<file path="config.mk">
export PLATFORM = sky130hd
export DESIGN_NAME = softreg_responder
export DESIGN_NICKNAME = d
export VERILOG_FILES = /design/src/rtl/softreg_responder.sv
export SDC_FILE = /design/constraint.sdc
export NUM_CORES = 1
export LEC_CHECK = 0
export ABC_AREA = 1
export CAP_MARGIN = 10
export CORE_AREA = 2 2 266 268
export DETAILED_ROUTE_END_ITERATION = 10
export DIE_AREA = 0 0 268 270
export GPL_ROUTABILITY_DRIVEN = 0
export PLACE_DENSITY = 0.66
export SYNTH_ARGS = -nofsm -noshare
export SYNTH_HDL_FRONTEND = slang
export SYNTH_SLANG_ARGS = --single-unit
</file>
<file path="constraint.sdc">
create_clock -name clk -period 4.62 [get_ports clk]
set_clock_uncertainty 0.1 [all_clocks]
set_input_delay 0.924 -clock clk [delete_from_list [all_inputs] [get_ports clk]]
set_output_delay 0.924 -clock clk [all_outputs]
set_load 0.05 [all_outputs]
</file>
<file path="src/rtl/softreg_responder.sv">
// SoftReg host responder: parameter registers, start/busy handshake to the core, result readback.
// Build option SOFTREG_READBACK_EN: addresses 0-7 read back stored values/status instead of 0.
module softreg_responder #(
  parameter int DATA_W = 64,
  parameter int ADDR_W = 32
) (
  input  logic              clk,
  input  logic              rst,
  input  logic              softreg_req_valid,
  input  logic              softreg_req_isWrite,
  input  logic [ADDR_W-1:0] softreg_req_addr,
  input  logic [DATA_W-1:0] softreg_req_data,
  output logic              softreg_resp_valid,
  output logic [DATA_W-1:0] softreg_resp_data,
  output logic [DATA_W-1:0] n_vert,
  output logic [DATA_W-1:0] n_inedges,
  output logic [DATA_W-1:0] vaddr,
  output logic [DATA_W-1:0] ieaddr,
  output logic [DATA_W-1:0] write_addr0,
  output logic [DATA_W-1:0] write_addr1,
  output logic [DATA_W-1:0] n_rounds,
  output logic              start,
  output logic              busy,
  input  logic              done_i,
  input  logic [DATA_W-1:0] result_i,
  output logic [1:0]        o_dbg_state
);

  typedef enum logic [1:0] {
    ST_CONFIG = 2'd0,
    ST_RUN    = 2'd1,
    ST_DONE   = 2'd2
  } state_t;

  state_t            r_state;
  logic              r_pending;
  logic [DATA_W-1:0] r_result;

  logic              w_wr;
  logic              w_rd;
  logic              w_addr_done;
  logic [2:0]        w_status;
  logic [DATA_W-1:0] w_rd_data;

  // Handshake: a request is a single-cycle strobe on softreg_req_valid (no ready);
  // each accepted read yields one single-cycle softreg_resp_valid, data forced to 0 otherwise.
  assign w_wr        = softreg_req_valid & softreg_req_isWrite;
  assign w_rd        = softreg_req_valid & ~softreg_req_isWrite;
  assign w_addr_done = (softreg_req_addr == ADDR_W'(8));
  assign w_status    = {busy, r_state};
  assign o_dbg_state = r_state;

  always_comb begin
    w_rd_data = '0;
`ifdef SOFTREG_READBACK_EN
    case (softreg_req_addr)
      ADDR_W'(0): w_rd_data = n_vert;
      ADDR_W'(1): w_rd_data = n_inedges;
      ADDR_W'(2): w_rd_data = vaddr;
      ADDR_W'(3): w_rd_data = ieaddr;
      ADDR_W'(4): w_rd_data = write_addr0;
      ADDR_W'(5): w_rd_data = write_addr1;
      ADDR_W'(6): w_rd_data = n_rounds;
      ADDR_W'(7): w_rd_data = DATA_W'(w_status);
      default:    w_rd_data = '0;
    endcase
`else
    w_rd_data = '0;
`endif
  end

  always_ff @(posedge clk) begin
    if (rst) begin
      r_state            <= ST_CONFIG;
      r_pending          <= 1'b0;
      r_result           <= '0;
      n_vert             <= '0;
      n_inedges          <= '0;
      vaddr              <= '0;
      ieaddr             <= '0;
      write_addr0        <= '0;
      write_addr1        <= '0;
      n_rounds           <= '0;
      start              <= 1'b0;
      busy               <= 1'b0;
      softreg_resp_valid <= 1'b0;
      softreg_resp_data  <= '0;
    end else begin
      start              <= 1'b0;
      softreg_resp_valid <= 1'b0;
      softreg_resp_data  <= '0;

      case (r_state)
        ST_CONFIG: begin
          if (w_wr) begin
            case (softreg_req_addr)
              ADDR_W'(0): n_vert      <= softreg_req_data;
              ADDR_W'(1): n_inedges   <= softreg_req_data;
              ADDR_W'(2): vaddr       <= softreg_req_data;
              ADDR_W'(3): ieaddr      <= softreg_req_data;
              ADDR_W'(4): write_addr0 <= softreg_req_data;
              ADDR_W'(5): write_addr1 <= softreg_req_data;
              ADDR_W'(6): n_rounds    <= softreg_req_data;
              ADDR_W'(7): begin
                start   <= 1'b1;
                busy    <= 1'b1;
                r_state <= ST_RUN;
              end
              default: ;
            endcase
          end
        end
        ST_RUN: begin
          if (done_i) begin
            r_state  <= ST_DONE;
            busy     <= 1'b0;
            r_result <= result_i;
          end
        end
        ST_DONE: begin
          if (w_wr && w_addr_done) r_state <= ST_CONFIG;
        end
        default: r_state <= ST_CONFIG;
      endcase

      // A pending read is always served on the first DONE cycle, so it never competes
      // with a fresh read; reads arriving while one is pending are dropped.
      if (r_pending && (r_state == ST_DONE)) begin
        softreg_resp_valid <= 1'b1;
        softreg_resp_data  <= r_result;
        r_pending          <= 1'b0;
      end else if (w_rd && !r_pending) begin
        if (w_addr_done) begin
          if (r_state == ST_DONE) begin
            softreg_resp_valid <= 1'b1;
            softreg_resp_data  <= r_result;
          end else begin
            r_pending <= 1'b1;
          end
        end else begin
          softreg_resp_valid <= 1'b1;
          softreg_resp_data  <= w_rd_data;
        end
      end
    end
  end

endmodule

</file>
Word level (Yosys, flattened, before mapping)
Index checks and enable logic that the tools add are counted.
{"block": "classes", "bitwise_logic": 6, "eq_ne": 14, "n_mux": 18, "reduce_logical": 20}
{"operator": "2-to-1 mux 64 bit", "count": 4}
{"operator": "equality test 32 x 3 -> 1 bit, second input constant", "count": 4}
{"operator": "equality test 32 x 2 -> 1 bit, second input constant", "count": 2}
{"operator": "equality test 32 x 1 -> 1 bit, second input constant", "count": 1}
{"operator": "equality test 32 x 4 -> 1 bit, second input constant", "count": 1}
{"operator": "logical NOT 32 bit", "count": 1}
{"operator": "AND reduction 3 bit", "count": 8}
{"operator": "2-to-1 mux 1 bit", "count": 8}
{"operator": "2-to-1 mux 2 bit", "count": 4}
{"operator": "AND reduction 4 bit", "count": 2}
{"operator": "!= test 2 bit, second input constant", "count": 3}
{"operator": "case mux 2 bit (3 select lines)", "count": 1}
{"operator": "NOT 1 bit", "count": 4}
{"operator": "logical AND 1 bit", "count": 3}
{"operator": "OR reduction 3 bit", "count": 1}
{"operator": "AND 1 bit", "count": 2}
{"operator": "equality test 2 x 1 -> 1 bit, second input constant", "count": 1}
{"operator": "equality test 2 bit, second input constant", "count": 1}
{"operator": "logical NOT 2 bit", "count": 1}
{"operator": "!= test 2 x 1 -> 1 bit, second input constant", "count": 1}
{"operator": "case mux 1 bit (2 select lines)", "count": 1}
{"operator": "AND reduction 2 bit", "count": 1}
{"operator": "nonzero test 2 bit", "count": 1}
{"operator": "OR reduction 2 bit", "count": 1}
{"operator": "logical NOT 1 bit", "count": 1}
{"block": "totals", "inputBits": 165, "output_inout_bits": 517, "register_bits": 582, "wordCells": 72}

Depth between registers and ports, before layout
Gate-level depths: netlist of run 1.
{"block": "logic_depth", "depth_word": 5, "mapped_depth": 11, "depth_no_buf": 9}

Worst setup path after synthesis of run 1
OpenSTA, ideal clock, no wires.
{"block": "synth_timing", "path_kind": "input -> register", "startpoint": "in softreg_req_addr[31]", "endpoint": "reg n_vert[14]", "required_time_ns": 4.403, "path_slack_ns": 2.355, "t_arrival_ns": 2.049, "n_path_buf": 2, "path_stages": 10, "setup_ns": 0.117, "cell_sequence": "nor2_1 nand2_1 nor2_1 nand2_2 nor2_2 buf_2 buf_2 nand3_1 nand2_1 nor2_1"}
{"block": "synth_via", "elab_chain_cells": 2}
{"item": "start, declared", "line_no": "11", "rtl": "input logic [ADDR_W-1:0] softreg_req_addr,"}
{"item": "logical NOT 32 bit", "line_no": "96", "rtl": "case (softreg_req_addr)"}
{"item": "AND reduction 3 bit (no source line)"}
{"item": "end signal, assigned", "line_no": "97", "rtl": "ADDR_W'(0): n_vert <= softreg_req_data;"}
{"item": "end, declared", "line_no": "15", "rtl": "output logic [DATA_W-1:0] n_vert,"}
No other way between the ends.
A chain may end at the register's enable or synchronous reset.

Worst setup path after layout of run 1
{"block": "layout_timing", "startpoint": "reg n_rounds[13]", "endpoint": "out n_rounds[13]"}
{"item": "start, declared", "line_no": "21", "rtl": "output logic [DATA_W-1:0] n_rounds,"}
{"item": "start signal, assigned", "line_no": "103", "rtl": "ADDR_W'(6): n_rounds <= softreg_req_data;"}
No word-level cell between the ends.

==> results of run 1 <==
placed cells by master (no fill, tap or decap), types with 3 or more instances in the layout:
cell type	netlist	layout
nor2_1	542	541
nor2_4	2	7
nand2_1	609	608
buf_4	22	29
a21oi_1	516	516
clkbuf_16	0	66
buf_12	0	18
clkinv_2	0	12
clkbuf_8	0	10
clkbuf_1	101	16
bufinv_16	0	6
nand3_1	519	519
dfxtp_1	582	582
clkdlybuf4s50_1	0	679
clkinv_8	0	3
inv_1	87	86
diode_2	0	3
cells by family after synthesis:
group                  synth area share (%)
AOI/OAI and AO/OA                     11.28
buffers and inverters                 7.401
DFF                                   50.67
and+or+nand+nor                       30.65
worst max-delay path by stage:
stage | end | cells after the start
2_1_floorplan | n_vert[14] | 10
3_3_place_gp | n_inedges[1] | 11
3_5_place_dp | n_inedges[1] | 11
4_1_cts | n_rounds[13] | 1
5_1_grt | n_rounds[13] | 1
6_report | n_rounds[13] | 1
synth_stat cells (6+ instances only):
master    count
nand3_1     519
a21oi_1     516
nor2_1      542
nand2_1     609
clkbuf_1    101
buf_1        20
buf_4        22
nor2_2        6
inv_1        87
buf_6         6
buf_2       136
dfxtp_1     582
registers in the layout (all words and copies together), names as in the netlist:
| register | count |
|---|---|
| ieaddr | 64 |
| n_inedges | 64 |
| n_rounds | 64 |
| n_vert | 64 |
| r_result | 64 |
| softreg_resp_data | 64 |
| vaddr | 64 |
| write_addr0 | 64 |
| write_addr1 | 64 |
| o_dbg_state | 2 |
| busy | 1 |
| r_pending | 1 |
| softreg_resp_valid | 1 |
| start | 1 |
metrics by stage:
stage | hold WS [ns] | cells | power [mW] | utilization, %
2_1_floorplan | 0.3215 | 3161 | 5.368 | -
3_3_place_gp | 0.3265 | 4544 | 5.612 | 43.47
3_5_place_dp | 0.3280 | 4544 | 5.612 | 43.47
4_1_cts | 0.3368 | 4664 | 11.07 | 46.71
5_1_grt | 0.3522 | 4665 | 11.31 | 46.71
6_report | 0.3356 | 4667 | 10.94 | 46.72
worst register-to-register path: stages, from the launching register on:
cell and delay [ns]:
dfxtp_1 0.35, nor2_1 0.11, nand2_1 0.12, nor2_1 0.13
nand2_1 0.10, nor2_4 0.18, buf_12 0.23, buf_12 0.37
nand3_1 0.25, nand2_1 0.09, nor2_1 0.04
layer usage:
layer | GRT usage [%] | routed length [microns]
met1 | 26.52 | 33570
met2 | 33.62 | 36580
met3 | 8.251 | 8865
met4 | 10.86 | 3858
met5 | 0 | 20
area by class of cell:
class                      instances  area (sq um)
clock inverter                    28         402.9
multi-input combinational       2205          9676
clock buffer                      92          1849
timing repair buffer             728          7385
antenna                            3         7.507
sequential                       582         11650
tap                              940          1176
fill                            6934         37050
inverter                          89         341.6
power by group through the flow:
stage	Clock [mW]	Combinational, mW	Sequential, mW
floorplan	0	0.237	5.13
global placement	0	0.482	5.13
detailed placement	0	0.483	5.13
CTS	5.57	0.483	5.02
global route	5.77	0.529	5.01
finish	5.44	0.480	5.02
==> summary.md, run 1 <==
| Metric | Value |
|---|---|
| DR vias | 22,710 |
| Die area | 0.07236 sq mm |
| Total nets after synthesis | 3,326 |
| Max-slew headroom | 38.39% |
| Clk sink count | 582 |
| Top FF cell, synth | dfxtp_1 |
| Logic gate share of total power | 4.4% |
| Number of synthesized register bits | 582 |
| Post-Syn Area per Cell | 7.274 sq um |
| Post-synth EDFFs | 0 |
| Crit-path max FO | 2 |
| First-pass GRT wire length | 124,100 microns |
| YS warnings | 0 |
| Initial DRC count | 1,697 |
| P_leak | 11.91 nW |
| Worst Path Required | 3.60 ns |
| Peak VDD IR | 263.8 uV |
| Clock tree buffer depth | 3 |
| CP Buf/Inv Count | 1 |
| Chip Width | 268 microns |
| Worst slew pin tran | 0.9241 ns |
| Endpoint class of the critical path | output pin |
| Share of cells above drive strength 1 | 4.565% |
| Initial antenna violation count | 3 |
| Worst Setup SP | n_rounds[13] |
| Post-cts resize count | 0 |
| Synthesized area | 0.02299 sq mm |
| Drt pass-1 iters | 5 |
| Ys async rst share | 0% |
| Hold Crit Depth | 2 |
| Largest area contributor in the netlist | dfxtp_1 |
| Top post-synthesis cells by area | dfxtp_1, nand3_1, a21oi_1, nand2_1, nor2_1 |
| Post-detailed-route wirelength per cell | 17.76 microns |
| DP Area | 0.03023 sq mm |
| Crit-path cells | clkdlybuf4s50_1 |
| Reg2reg start | o_dbg_state[1] |
| Post-layout min period | 3.040 ns |
| Crit-path leading delay family | buffers and inverters |
| Slowest library cell on the worst path | clkdlybuf4s50_1 |
| Post-Layout Inst Area | 0.03249 sq mm |
| Layout Nets | 3,837 |
| Yosys top cell area share | 50.67% |
| Drt drc | 0 |
| Post-synthesis sequential area ratio | 50.67% |
| Hold Vio Cnt, Final | 0 |
| Hold EP | softreg_resp_data[14] |
| TNS Setup | 0 ns |
| Clk root buf | clkbuf_16 |
| Ports | 682 |
| Total gr overflow | 0 |
| Num rows | 97 |
| Detail Route Antenna Nets | 0 |
| DP Worst Slack | 1.234 ns |
| Synthesized instance count | 3,161 |
| CTS tree | yes |
| Core area | 0.06954 sq mm |
| GRT Total Usage | 21.82% |
| Final setup viols | 0 |
| Clock buffer count from CTS | 66 |
| Status | completed |
| Internal power | 8.393 mW |
| Final Max Slew Viols | 0 |
| Fmax | 328.9 MHz |
| CP Launch Type | flip-flop |
| Clock latency on the worst-skew pair | 0.60 ns |
| Pin count of the biggest net entering global routing | 156 |
| Initial Util | 33.06% |
| Hold Buf Count CTS | 0 |
| Vias in the first global route | 20,170 |
| Tcrit/Tclk final | 65.81% |
| Critical path arrival | 2.02 ns |
| Post-DP HPWL | 54,890 microns |
| Die Y | 270 microns |
| Power share of the sequential group | 45.9% |
| Pwr dens | 336.6 mW/mm^2 |
| Clock share of power | 49.7% |
| Hold Crit Class | flip-flop to flip-flop |
| Max-cap violations | 0 |
| H-tree Lvls | 3 |
| Total wire length | 82,890 microns |
| Setup Buffers After CTS | 0 |
| Setup CP Type | flip-flop to output pin |
| Reg-to-Reg End | write_addr1[31] |
| P_sw | 2.543 mW |
| Max stage delay on crit path | 0.88 ns |
| Worst hold start | r_result[14] |
| Worst R2R Setup Slack | 2.44 ns |
| Layout area overhead | 41.30% |
| Final setup margin | 1.580 ns |
| Port Buffers | 681 |
| R2R depth | 10 |
| RSZ-0062 raised after global routing | false |
| Sw Ratio | 23.25% |
| Post-DR vias/cell | 4.867 |
| CTS clk-pin slew, worst paths | 0.06 ns |
| Yosys cell types | 24 |
(Power assumes the default switching activity.)
==> inputs of run 2 (changes only) <==
==> constraint.sdc (replaced) <==
create_clock -name clk -period 3.1 [get_ports clk]
set_clock_uncertainty 0.1 [all_clocks]
set_input_delay 0.62 -clock clk [delete_from_list [all_inputs] [get_ports clk]]
set_output_delay 0.62 -clock clk [all_outputs]
set_load 0.05 [all_outputs]
==> run 2 against run 1 <==
Power increased by 49%; combinational power up 54%; sequential share of layout area down 0.63 points; worst hold slack got worse by 0.0030 ns; register-to-register slack worse by 1.3 ns; global-route usage rose by 0.21 points; wire length up 0.82%; critical path depth unchanged; critical path type unchanged; critical endpoint is now n_rounds[8]; largest power group unchanged.
==> summary.md, run 2 (synthesized netlist as in run 1, its figures left out) <==
| Metric | Value |
|---|---|
| Peak VDD IR | 372.9 uV (+41%) |
| Crit-path leading delay family | buffers and inverters |
| Max-cap violations | 0 (unchanged) |
| Die Y | 270 microns (unchanged) |
| Clk sink count | 582 (unchanged) |
| Crit-path cells | clkdlybuf4s50_1 |
| Clock tree buffer depth | 3 (unchanged) |
| Met2 Use GR | 34.81% (+1.2 points) |
| Drt drc | 0 (unchanged) |
| CTS clk-pin slew, worst paths | 0.06 ns (about the same) |
| Final setup viols | 0 (unchanged) |
| Initial DRC count | 1,790 (+5.5%) |
| Vias in the first global route | 20,250 (+0.40%) |
| Worst slew pin tran | 0.7467 ns (-0.1774 ns) |
| Pin count of the biggest net entering global routing | 94 (-40%) |
| P_leak | 12.21 nW (+2.5%) |
| Ports | 682 (unchanged) |
| Crit-path max FO | 2 (unchanged) |
| Total gr overflow | 0 (unchanged) |
| Commonest non-fill, non-tap cell in the layout | clkdlybuf4s50_1 |
| Detail Route Antenna Nets | 0 (unchanged) |
| Initial antenna violation count | 2 (-1) |
| Gr busiest metal | met2 |
| CP Buf/Inv Count | 1 (unchanged) |
| Clock buffer count from CTS | 67 (+1.5%) |
| Die area | 0.07236 sq mm (unchanged) |
| Core area | 0.06954 sq mm (unchanged) |
| TNS Setup | 0 ns (unchanged) |
| Met3 usage | 7.221% (-1.0 points) |
| Setup CP Type | flip-flop to output pin |
| GR Layer Usage met1 | 27.75% (+1.2 points) |
| GRT Total Usage | 22.03% (+0.21 points) |
| Share of cells above drive strength 1 | 5.607% (+1.0 points) |
| Fmax | 375.4 MHz |
| Clk root buf | clkbuf_16 |
| Post-cts resize count | 0 (unchanged) |
| Total wire length | 83,570 microns (+0.82%) |
| Hold Vio Cnt, Final | 0 (unchanged) |
| Layout area overhead | 43.81% |
| First-pass GRT wire length | 125,000 microns (+0.72%) |
| Sw Ratio | 22.92% (-0.33 points) |
| Hold Buf Count CTS | 0 (unchanged) |
| Power share of the sequential group | 46.0% (about the same) |
| H-tree Lvls | 3 (unchanged) |
| DP Cell Count | 4,588 (+0.97%) |
| Final setup margin | 0.4361 ns (-1.143 ns) |
| Drt pass-1 iters | 5 (unchanged) |
| Max stage delay on crit path | 0.87 ns (about the same) |
| Post-DR vias/cell | 4.874 (+0.15%) |
| Setup Buffers After CTS | 0 (unchanged) |
| Status | completed |
| Initial Util | 33.06% (unchanged) |
| CP Launch Type | flip-flop |
| Post-layout min period | 2.664 ns |
| Final Max Slew Viols | 0 (unchanged) |
| Fillers | 6,841 (-1.3%) |
| P_sw | 3.724 mW (+46%) |
| Pwr dens | 491.4 mW/mm^2 (+46%) |
| Clock share of power | 49.4% (-0.3 points) |
| RSZ-0062 raised after global routing | false |
| Area of the multi-input gates | 0.009676 sq mm (unchanged) |
| DR vias | 22,930 (+0.94%) |
| CTS tree | yes |
| Hold Crit Class | flip-flop to flip-flop |
| Chip Width | 268 microns (unchanged) |
| Critical path arrival | 1.94 ns (-0.08 ns) |
| Layout Cells excl Fill | 4,704 (+0.79%) |
| Post-detailed-route wirelength per cell | 17.77 microns (about the same) |
| Num rows | 97 (unchanged) |
| DP Worst Slack | 0.2622 ns (-0.9719 ns) |
| Tcrit/Tclk final | 85.93% |
| Register area | 0.01165 sq mm (unchanged) |
| Worst Path Required | 2.38 ns (-1.22 ns) |
| Post-DP HPWL | 57,510 microns (+4.8%) |
| Most frequent cells in the layout | clkdlybuf4s50_1, nand2_1, dfxtp_1, nor2_1, nand3_1 |
| Logic gate share of total power | 4.5% (about the same) |
| Slowest library cell on the worst path | clkdlybuf4s50_1 |
| Clock latency on the worst-skew pair | 0.59 ns (about the same) |
| Port Buffers | 681 (unchanged) |
| Max-slew headroom | 50.22% (+12 points) |
| Internal power | 12.52 mW (+49%) |
| Layout Nets | 3,882 (+1.2%) |
| Endpoint class of the critical path | output pin |
## run 2: cell count changes in the layout (fill, tap and decap cells not counted), sizes merged
cell and change:
bufinv -2, diode -2, buf +44, inv +2, clkinvlp -1, clkinv -9, clkbuf +5
## run 2: final timing paths
check             depth (start not counted)            from  slack, ns               endpoint
setup / recovery                          1     n_rounds[8]       0.44            n_rounds[8]
hold / removal                            2    r_result[23]       0.33  softreg_resp_data[23]
setup reg to reg                         10  o_dbg_state[1]       1.10              vaddr[57]
hold reg to reg                           2    r_result[23]       0.33  softreg_resp_data[23]
## run 2: final cells by class
cell class / count / area share, %
flip-flops and latches: 582 / 35.24
multi-input cells: 2205 / 29.26
repair buffers: 772 / 24.13
clock buffers: 97 / 5.895
well taps: 940 / 3.557
inverters: 89 / 1.033
clock inverters: 18 / 0.8817
diodes: 1 / 0.007568
## run 2: power by group through the flow
stage / Combinational [mW] / Sequential (mW) / Clock, mW
floorplan: 0.354 / 7.65 / 0
global placement: 0.738 / 7.64 / 0
detailed placement: 0.738 / 7.64 / 0
CTS: 0.739 / 7.48 / 8.19
global route: 0.804 / 7.48 / 8.50
finish: 0.737 / 7.48 / 8.03
## run 2: tightest hold or removal path: stages (launching register included)
cell and delay [ns]:
dfxtp_1 0.31, nand2_1 0.06, a21oi_1 0.03
## run 2: routing by layer
metal | up-vias | share of wire (%) | wire (microns)
met2 | 876 | 45 | 37940
met4 | 0 | 3.3 | 2754
li1 | 11400 | - | -
met5 | - | 0 | 0
met3 | 131 | 9.8 | 8214
met1 | 10520 | 41 | 34660
## run 2: per-stage QoR
stage	power, mW	hold WS [ns]	area (sq um)	util, %
after detailed placement	8.382	0.3306	30820	44.32
after global routing	16.78	0.3475	33060	47.54
final	16.25	0.3326	33070	47.55
after floorplan	8.000	0.3215	22990	-
after global placement	8.382	0.3242	30820	44.32
after CTS	16.41	0.3368	33060	47.54
==> inputs of run 3 (changes only) <==
--- a/config.mk
+++ b/config.mk
@@ -7,11 +7,11 @@
 export LEC_CHECK = 0
 export ABC_AREA = 1
 export CAP_MARGIN = 10
-export CORE_AREA = 2 2 266 268
+export CORE_AREA = 4 4 260 262
 export DETAILED_ROUTE_END_ITERATION = 10
-export DIE_AREA = 0 0 268 270
+export DIE_AREA = 0 0 264 266
 export GPL_ROUTABILITY_DRIVEN = 0
-export PLACE_DENSITY = 0.66
+export PLACE_DENSITY = 0.69
 export SYNTH_ARGS = -nofsm -noshare
 export SYNTH_HDL_FRONTEND = slang
 export SYNTH_SLANG_ARGS = --single-unit
==> run 3 against run 2 <==
Sequential share of layout area is 0.13 points higher; via count is 0.92% higher; first-iteration DRC count is 5.8% higher; wire length is 1.2% higher; core utilization is 2.8 points higher; highest routed layer is now met5; non-clock buffer count is 2 higher; global-route usage is 0.69 points higher; worst hold slack worse by 0.0014 ns; clock power is 2.6% lower; fmax is 0.76% higher; register-to-register slack better by 0.02 ns.
==> summary.md, run 3 (synthesized netlist as in run 1, its figures left out) <==
| Metric | Value |
|---|---|
| Total gr overflow | 0 (unchanged) |
| Slowest library cell on the worst path | clkdlybuf4s50_1 |
| DP Area | 0.03078 sq mm (-0.14%) |
| Die area | 0.07022 sq mm (-3.0%) |
| Post-detailed-route wirelength per cell | 18.26 microns (+2.8%) |
| Final setup margin | 0.4563 ns (+0.02015 ns) |
| Final Max Slew Viols | 0 (unchanged) |
| Worst Path Required | 2.38 ns (about the same) |
| DR vias | 23,140 (+0.92%) |
| Max stage delay on crit path | 0.86 ns (about the same) |
| Vias in the first global route | 20,880 (+3.1%) |
| Share of cells above drive strength 1 | 5.628% (+0.021 points) |
| Post-DP HPWL | 59,000 microns (+2.6%) |
| Port Buffers | 681 (unchanged) |
| Final setup viols | 0 (unchanged) |
| CTS tree | yes |
| Core area | 0.06539 sq mm (-6.0%) |
| P_leak | 12.17 nW (-0.33%) |
| Critical path arrival | 1.92 ns (-0.02 ns) |
| Hold Crit Class | flip-flop to flip-flop |
| Clk root buf | clkbuf_16 |
| Ports | 682 (unchanged) |
| H-tree Lvls | 3 (unchanged) |
| RSZ-0062 raised after global routing | false |
| GR Layer Usage met1 | 27.80% (+0.047 points) |
| Crit-path cells | clkdlybuf4s50_1 |
| Final cell utilization of the core | 50.38% (+2.8 points) |
| Initial DRC count | 1,894 (+5.8%) |
| Post-cts resize count | 0 (unchanged) |
| Hold Vio Cnt, Final | 0 (unchanged) |
| Total wire length | 84,540 microns (+1.2%) |
| Pin count of the biggest net entering global routing | 94 (unchanged) |
| Initial antenna violation count | 3 (+1) |
| Max-cap violations | 0 (unchanged) |
| Worst slew pin tran | 0.7363 ns (-0.01035 ns) |
| Status | completed |
| CP Buf/Inv Count | 1 (unchanged) |
| Post-DR vias/cell | 4.996 (+2.5%) |
| Fmax | 378.3 MHz (+0.76%) |
| Clock buffer count from CTS | 67 (unchanged) |
| GRT Total Usage | 22.72% (+0.69 points) |
| Max-slew headroom | 50.76% (+0.54 points) |
| Pwr dens | 486.9 mW/mm^2 (-0.90%) |
| Endpoint class of the critical path | output pin |
| TNS Setup | 0 ns (unchanged) |
| DP Cell Count | 4,514 (-1.6%) |
| Num rows | 94 (-3.1%) |
| Initial Util | 35.16% (+2.1 points) |
| Layout area overhead | 43.28% |
| Hold Buf Count CTS | 0 (unchanged) |
| Die Y | 266 microns (-1.5%) |
| Peak VDD IR | 451.4 uV (+21%) |
| Layout Nets | 3,884 (+0.052%) |
| Clock latency on the worst-skew pair | 0.60 ns (about the same) |
| Tcrit/Tclk final | 85.28% (-0.65 points) |
| Post-layout min period | 2.644 ns (-0.02015 ns) |
| Diodes inserted | 0 (-1) |
| Commonest non-fill, non-tap cell in the layout | clkdlybuf4s50_1 |
| Clock tree buffer depth | 3 (unchanged) |
| First-pass GRT wire length | 127,000 microns (+1.7%) |
| Layout Cells excl Fill | 4,631 (-1.6%) |
| Gr busiest metal | met2 |
| CTS clk-pin slew, worst paths | 0.06 ns (about the same) |
| Most frequent cells in the layout | clkdlybuf4s50_1, nand2_1, dfxtp_1, nor2_1, nand3_1 |
| Setup CP Type | flip-flop to output pin |
| Crit-path leading delay family | buffers and inverters |
| Drt drc | 0 (unchanged) |
| Clk sink count | 582 (unchanged) |
| Detail Route Antenna Nets | 0 (unchanged) |
| Post-Layout Inst Area | 0.03294 sq mm (-0.37%) |
| DP Worst Slack | 0.3468 ns (+0.08465 ns) |
| Crit-path max FO | 2 (unchanged) |
| Met3 usage | 8.293% (+1.1 points) |
| Chip Width | 264 microns (-1.5%) |
| Met2 Use GR | 36.54% (+1.7 points) |
| CP Launch Type | flip-flop |
| Drt pass-1 iters | 5 (unchanged) |
| Setup Buffers After CTS | 0 (unchanged) |
==> run 3: cell types whose count changed in the layout (fill, tap and decap cells not counted), sizes merged <==
| cell | previous run | this run |
|---|---|---|
| clkinv | 10 | 13 |
| inv | 93 | 92 |
| clkbuf | 97 | 96 |
| clkinvlp | 0 | 3 |
| bufinv | 4 | 2 |
| diode | 1 | 0 |
| buf | 93 | 95 |
==> run 3: tightest hold or removal path, stage by stage, from the launching register on <==
cell,delay (ns)
dfxtp_1,0.31
nand2_1,0.06
a21oi_1,0.04
==> run 3: area by class of cell <==
type / instances / area, sq um
Clock buffer: 96 / 1917
Timing Repair Buffer: 774 / 8030
Tap cell: 864 / 1081
Fill cell: 6403 / 32450
Clock inverter: 21 / 247.7
Multi-Input combinational cell: 2205 / 9676
Sequential cell: 582 / 11650
Inverter: 89 / 341.6
==> run 3: worst paths after layout <==
path,cells after the start,end,start,slack [ns]
max,1,write_addr0[16],write_addr0[16],0.46
max reg2reg,10,vaddr[45],o_dbg_state[1],1.12
min,2,softreg_resp_data[23],r_result[23],0.33
min reg2reg,2,softreg_resp_data[23],r_result[23],0.33
==> run 3: power by group <==
group / leakage [nW] / switching [mW] / internal [mW]
registers: 4.68 / 0.000123 / 7.48
clock network: 1.05 / 3.30 / 4.52
logic: 6.43 / 0.440 / 0.304
total: 12.2 / 3.74 / 12.3
==> run 3: per-stage QoR <==
stage,power [mW],hold slack [ns]
floorplan,8.000,0.3215
global placement,8.386,0.3239
detailed placement,8.390,0.3268
CTS,16.20,0.3340
global route,16.60,0.3502
finish,16.04,0.3312
==> run 3: per-layer routing <==
metal,routed length [microns],share of wire (%),up-vias
met1,33390,39,10600
met4,3390,4.0,2
met5,13,0.015,-
li1,-,-,11430
met3,9184,11,162
met2,38560,46,945
